===== src/rtl/histogram_engine.sv =====
// Pixel histogram engine: clears (optionally) then counts len pixels into an external bin RAM, 1 pixel/cycle.
// Define HISTOGRAM_SATURATE_EN for saturating counters plus a sticky overflow port.
module histogram_engine #(
   parameter int PIX_WIDTH      = 8,
   parameter int ADDR_WIDTH     = 12,
   parameter int COUNT_WIDTH    = 32,
   parameter int CLEAR_ON_START = 1
) (
   input  logic                   clk,
   input  logic                   rst,
   input  logic                   start,
   input  logic [ADDR_WIDTH:0]    len,
   output logic                   busy,
   output logic                   valid,
   output logic [ADDR_WIDTH-1:0]  arg_0_raddr_0,
   input  logic [PIX_WIDTH-1:0]   arg_0_rdata_0,
   output logic [PIX_WIDTH-1:0]   arg_1_raddr_0,
   input  logic [COUNT_WIDTH-1:0] arg_1_rdata_0,
   output logic [PIX_WIDTH-1:0]   arg_1_waddr_0,
   output logic [COUNT_WIDTH-1:0] arg_1_wdata_0,
   output logic                   arg_1_wen_0
`ifdef HISTOGRAM_SATURATE_EN
   ,
   output logic                   overflow
`endif
);
   typedef enum logic [2:0] {IDLE, CLEAR, RUN, DRAIN, DONE} state_t;

   localparam logic [ADDR_WIDTH:0]    ONE_L = 1;
   localparam logic [PIX_WIDTH-1:0]   ONE_P = 1;
   localparam logic [COUNT_WIDTH-1:0] ONE_C = 1;

   state_t                 state_q, state_d;
   logic [ADDR_WIDTH:0]    len_q, idx_q;
   logic [PIX_WIDTH-1:0]   clr_q, s2_bin_q, fwd_bin_q, raddr1_q, waddr_q;
   logic [COUNT_WIDTH-1:0] fwd_data_q, wdata_q, old_cnt, new_cnt;
   logic [ADDR_WIDTH-1:0]  raddr0_q;
   logic [2:1]             vld_pipe;
   logic                   fwd_v_q, s0_v, accept, fwd_hit;
`ifdef HISTOGRAM_SATURATE_EN
   logic                   clamp;
`endif

   assign accept = start && (state_q == IDLE || state_q == DONE);
   assign s0_v   = (state_q == RUN);

   always_comb begin
      state_d = state_q;
      busy    = 1'b0;
      valid   = 1'b0;
      case (state_q)
         IDLE, DONE: begin
            valid = (state_q == DONE);
            if (start)
               state_d = (CLEAR_ON_START != 0) ? CLEAR : ((len == '0) ? DONE : RUN);
         end
         CLEAR: begin
            busy = 1'b1;
            if (&clr_q) state_d = (len_q == '0) ? DONE : RUN;
         end
         RUN: begin
            busy = 1'b1;
            if (idx_q == len_q - ONE_L) state_d = DRAIN;
         end
         DRAIN: begin
            busy = 1'b1;
            // S2 retires its write at the end of this cycle, so only S1 must be empty
            if (!vld_pipe[1]) state_d = DONE;
         end
         default: state_d = IDLE;
      endcase
   end

   // The previous cycle's S2 write is not yet visible through the RAM read port
   assign fwd_hit = fwd_v_q && (fwd_bin_q == s2_bin_q);
   assign old_cnt = fwd_hit ? fwd_data_q : arg_1_rdata_0;
`ifdef HISTOGRAM_SATURATE_EN
   assign clamp   = &old_cnt;
   assign new_cnt = clamp ? old_cnt : old_cnt + ONE_C;
`else
   assign new_cnt = old_cnt + ONE_C;
`endif

   assign arg_0_raddr_0 = s0_v ? idx_q[ADDR_WIDTH-1:0] : raddr0_q;
   assign arg_1_raddr_0 = vld_pipe[1] ? arg_0_rdata_0 : raddr1_q;

   always_comb begin
      arg_1_waddr_0 = waddr_q;
      arg_1_wdata_0 = wdata_q;
      arg_1_wen_0   = 1'b0;
      if (state_q == CLEAR) begin
         arg_1_waddr_0 = clr_q;
         arg_1_wdata_0 = '0;
         arg_1_wen_0   = 1'b1;
      end else if (vld_pipe[2]) begin
         arg_1_waddr_0 = s2_bin_q;
         arg_1_wdata_0 = new_cnt;
         arg_1_wen_0   = 1'b1;
      end
   end

   always_ff @(posedge clk) begin
      if (rst) begin
         state_q    <= IDLE;
         len_q      <= '0;
         idx_q      <= '0;
         clr_q      <= '0;
         vld_pipe   <= '0;
         s2_bin_q   <= '0;
         fwd_v_q    <= 1'b0;
         fwd_bin_q  <= '0;
         fwd_data_q <= '0;
         raddr0_q   <= '0;
         raddr1_q   <= '0;
         waddr_q    <= '0;
         wdata_q    <= '0;
`ifdef HISTOGRAM_SATURATE_EN
         overflow   <= 1'b0;
`endif
      end else begin
         state_q  <= state_d;
         vld_pipe <= {vld_pipe[1], s0_v};
         raddr0_q <= arg_0_raddr_0;
         raddr1_q <= arg_1_raddr_0;
         waddr_q  <= arg_1_waddr_0;
         wdata_q  <= arg_1_wdata_0;
         if (vld_pipe[1]) s2_bin_q <= arg_0_rdata_0;
         fwd_v_q <= vld_pipe[2];
         if (vld_pipe[2]) begin
            fwd_bin_q  <= s2_bin_q;
            fwd_data_q <= new_cnt;
         end
         if (accept) begin
            len_q <= len;
            idx_q <= '0;
            clr_q <= '0;
         end else begin
            if (state_q == CLEAR) clr_q <= clr_q + ONE_P;
            if (s0_v) idx_q <= idx_q + ONE_L;
         end
`ifdef HISTOGRAM_SATURATE_EN
         if (accept) overflow <= 1'b0;
         else if (vld_pipe[2] && clamp) overflow <= 1'b1;
`endif
      end
   end
endmodule


===== config.mk =====
export PLATFORM = sky130hd
export DESIGN_NAME = histogram_engine
export DESIGN_NICKNAME = d
export VERILOG_FILES = /design/src/rtl/histogram_engine.sv
export SDC_FILE = /design/constraint.sdc
export NUM_CORES = 1
export LEC_CHECK = 0
export ABC_AREA = 1
export BUFFER_PORTS_ARGS = -buffer_cell sky130_fd_sc_hd__buf_2
export CAP_MARGIN = 20
export CORE_AREA = 2 2 173 90
export CTS_BUF_LIST = sky130_fd_sc_hd__clkbuf_4 sky130_fd_sc_hd__clkbuf_8
export CTS_CLUSTER_DIAMETER = 150
export DETAILED_ROUTE_END_ITERATION = 8
export DIE_AREA = 0 0 175 92
export GPL_ROUTABILITY_DRIVEN = 0
export MAX_ROUTING_LAYER = met4
export PLACE_DENSITY = 0.87
export SYNTH_ARGS = -nofsm -noshare
export SYNTH_HDL_FRONTEND = slang
export SYNTH_SLANG_ARGS = --single-unit

===== constraint.sdc =====
create_clock -name clk -period 3.5 [get_ports clk]
set_input_delay 0.35 -clock clk [delete_from_list [all_inputs] [get_ports clk]]
set_output_delay 0.35 -clock clk [all_outputs]
set_load 0.03 [all_outputs]

==> run metrics <==
run status=complete, but fails checks; failing checks=negative setup slack; #FFs+latches synth=148; initial core utilization=53.0%; DR pass1 iterations=5; Final Core Density=64.6%; Buffers on Ports=118; Routed Wire Length=24.8 mm; core area=14900 sq um; first-pass GRT wire length=36.9 mm; later-pin clock latency in the skew report=0.45 ns; Warnings, synthesis=0; CTS Buffer Depth=2; Worst Path Max Fanout=14; fin crit share=100%; RSZ-0062 raised after global routing=yes; clock sinks=148; GRT Total Usage=30.0%; Top Ports=119; DR vias/cell=5.45; Final Hold Fails=0; H-tree depth=4; placed instance area=8570 sq um; vias in the first global route=7321; clk root buf=clkbuf_8; antenna viol nets, final=0; Routed WL per cell=15.9 microns; P&R area growth vs syn=21.9%; dpl hpwl=16.2 mm; Pins Over Slew Limit=0; Nets=1404; Rows=32; Fill cells=1289; Max Cap Viol=0; design area=9600 sq um; Tot Pwr=5.57 mW; DRC Markers=0; grt ovf=0; CTS buffer count=17; Worst-Margin Slew=1.13 ns; Leak=4.59 nW; clock-pin transition on the worst setup and hold timing paths=0.09 ns; CTS Hold Buffers Added=0; HP Class=input port to register; WHS=0.115 ns; Chip Height=92 microns; Worst slew margin=24.9%; Startpoint Class=register; critical path endpoint category=primary output; Syn Nets=1278; Min Clock Period, post-route=3.50 ns; maximum VDD drop=0.438 mV; worst setup margin=-0.00209 ns; vias=8499; fmax=0.286 GHz; Power per Cell Area=580 nW/um^2; Die X=175 microns; Critical Path AT=3.15 ns; initial antenna violation count=0; CP required=3.15 ns; Initial DRC Count=927; post-synthesis sequential area ratio=37.6%; Gate Count Post-Synth=1217; largest net degree at the start of global routing=100; Worst Clk Skew=0.00982 ns; critical path type=register to primary output; Setup violations, final=1; CTS tree=built; post-synthesis average cell area=6.47 sq um; antenna cells=0; Post-Syn Area=7880 sq um; full die area=16100 sq um; Yosys cell types=39; share of layout cells above drive strength 1=24.7%; Setup WS pre-CTS=0.190 ns
[timing repair]
action	CTS	global route
pin swaps	8	34
endpoints found under the setup margin	27	28
resized for setup	23	97
buffers inserted	8	15
gates cloned	2	1
[layout make-up]
type	count	area, sq um	area share [%]
clock inverters	11	149	1.55
well taps	204	255	2.66
repair buffers	151	915	9.53
flip-flops and latches	148	2990	31.1
inverters	124	468	4.87
clock buffers	21	277	2.88
multi-input cells	901	4550	47.4
[metal layers]
layer  vias to the layer above  global-route usage, %  wire length (microns)
met3                        72                   7.96                   3140
met1                      3848                   44.3                  11400
met2                       508                   39.8                   9690
met5                         -                      -                      0
met4                         0                   7.92                    485
li1                       4071                      -                      -
[cells in the final DEF (no fill, tap or decap), types with 3 or more instances in the layout]
cell        netlist  final
a21oi_1         100    100
a21oi_2           4      3
and2_1            4      4
buf_2             5    109
buf_4             4     31
buf_6             2      3
bufinv_16         0      3
clkbuf_4          0      7
clkbuf_8          0     19
clkinvlp_4        0      3
dfxtp_1         148    133
dfxtp_2           0     13
ha_1              5      4
inv_1           118    111
inv_2             4     10
nand2_1         417    383
nand2_2          18     43
nand2_4           4     13
nand3_1          81     77
nand3_2          10     11
nand3_4           0      4
nand3b_1          3      3
nand4_1           6      6
nor2_1          120    107
nor2_2           13     14
nor2_4            7     20
nor3_1            9      9
o21ai_0          42     41
o21ai_1           5      5
o21bai_1          6      6
or2_2            11     11
xnor2_1           4      4
xor2_1           20     19
[power by group]
group,internal (mW),switching (mW)
logic,0.641,1.51
registers,1.86,0.115
clock network,0.762,0.687
total,3.26,2.31
[Yosys cell counts (all sizes together)]
cell type,instances,area (sq um)
nand3,91,505
ha,5,62.6
o21ai,47,235
a31oi,1,6.26
xnor2,4,35.0
nand4,6,37.5
o21a,1,7.51
nor3,10,55.1
buf,13,101
dfxtp,148,2960
a211oi,2,15.0
or4,2,15.0
o21bai,6,45.0
xor2,21,191
nor3b,1,7.51
inv,122,458
nand2,439,1720
nor2,141,631
a21oi,104,536
or2,11,68.8
and2,4,25.0
nand3b,3,22.5
clkinv,2,7.51
clkbuf,33,124
[through the flow]
stage,setup TNS (ns),std cells
floorplan,0,1217
global placement,0,1502
detailed placement,0,1502
CTS,0,1544
global route,-1.40,1560
finish,-0.00209,1560
[registers in the layout (all words and copies together) (netlist names)]
signal	flops
vld_pipe	2
fwd_bin_q	8
len_q	13
raddr1_q	8
wdata_q	32
idx_q	13
fwd_v_q	1
fwd_data_q	32
clr_q	8
waddr_q	8
raddr0_q	12
s2_bin_q	8
state_q	3
[critical path, cell delays in order (launching register included)]
cell       delay, ns
dfxtp_2         0.38
inv_2           0.05
nand2_1         0.08
nand2_2         0.11
nor2_4          0.19
buf_4           0.16
clkbuf_16       0.17
nand3_1         0.08
nand2_1         0.18
nand2_1         0.13
nor2_1          0.21
nand2_1         0.17
nor2_2          0.16
nand3_1         0.09
nand2_1         0.15
nand3_2         0.10
nand2_1         0.09
buf_2           0.19
[path summary, 6_finish.rpt]
check                                    start                end  slack [ns]  depth (start not counted)
worst max-delay path               s2_bin_q[2]  arg_1_wdata_0[29]      -0.002                         17
worst max register to register     s2_bin_q[2]        wdata_q[29]        0.87                         17
worst min-delay path                   len[10]          len_q[10]        0.12                          3
worst min register to register  fwd_data_q[19]     fwd_data_q[19]        0.47                          2
[cells by family (layout without fill, tap and decap cells)]
logic type	count (synthesis)	count (layout)	synth area share [%]
simple gates	708	710	39.2
buf+inv	170	307	8.77
compound gates	161	161	10.7
flops	148	148	37.6
xor+xnor	25	25	2.87
fa+ha+maj	5	5	0.794
Note: power is estimated with default switching activity, not from simulation.
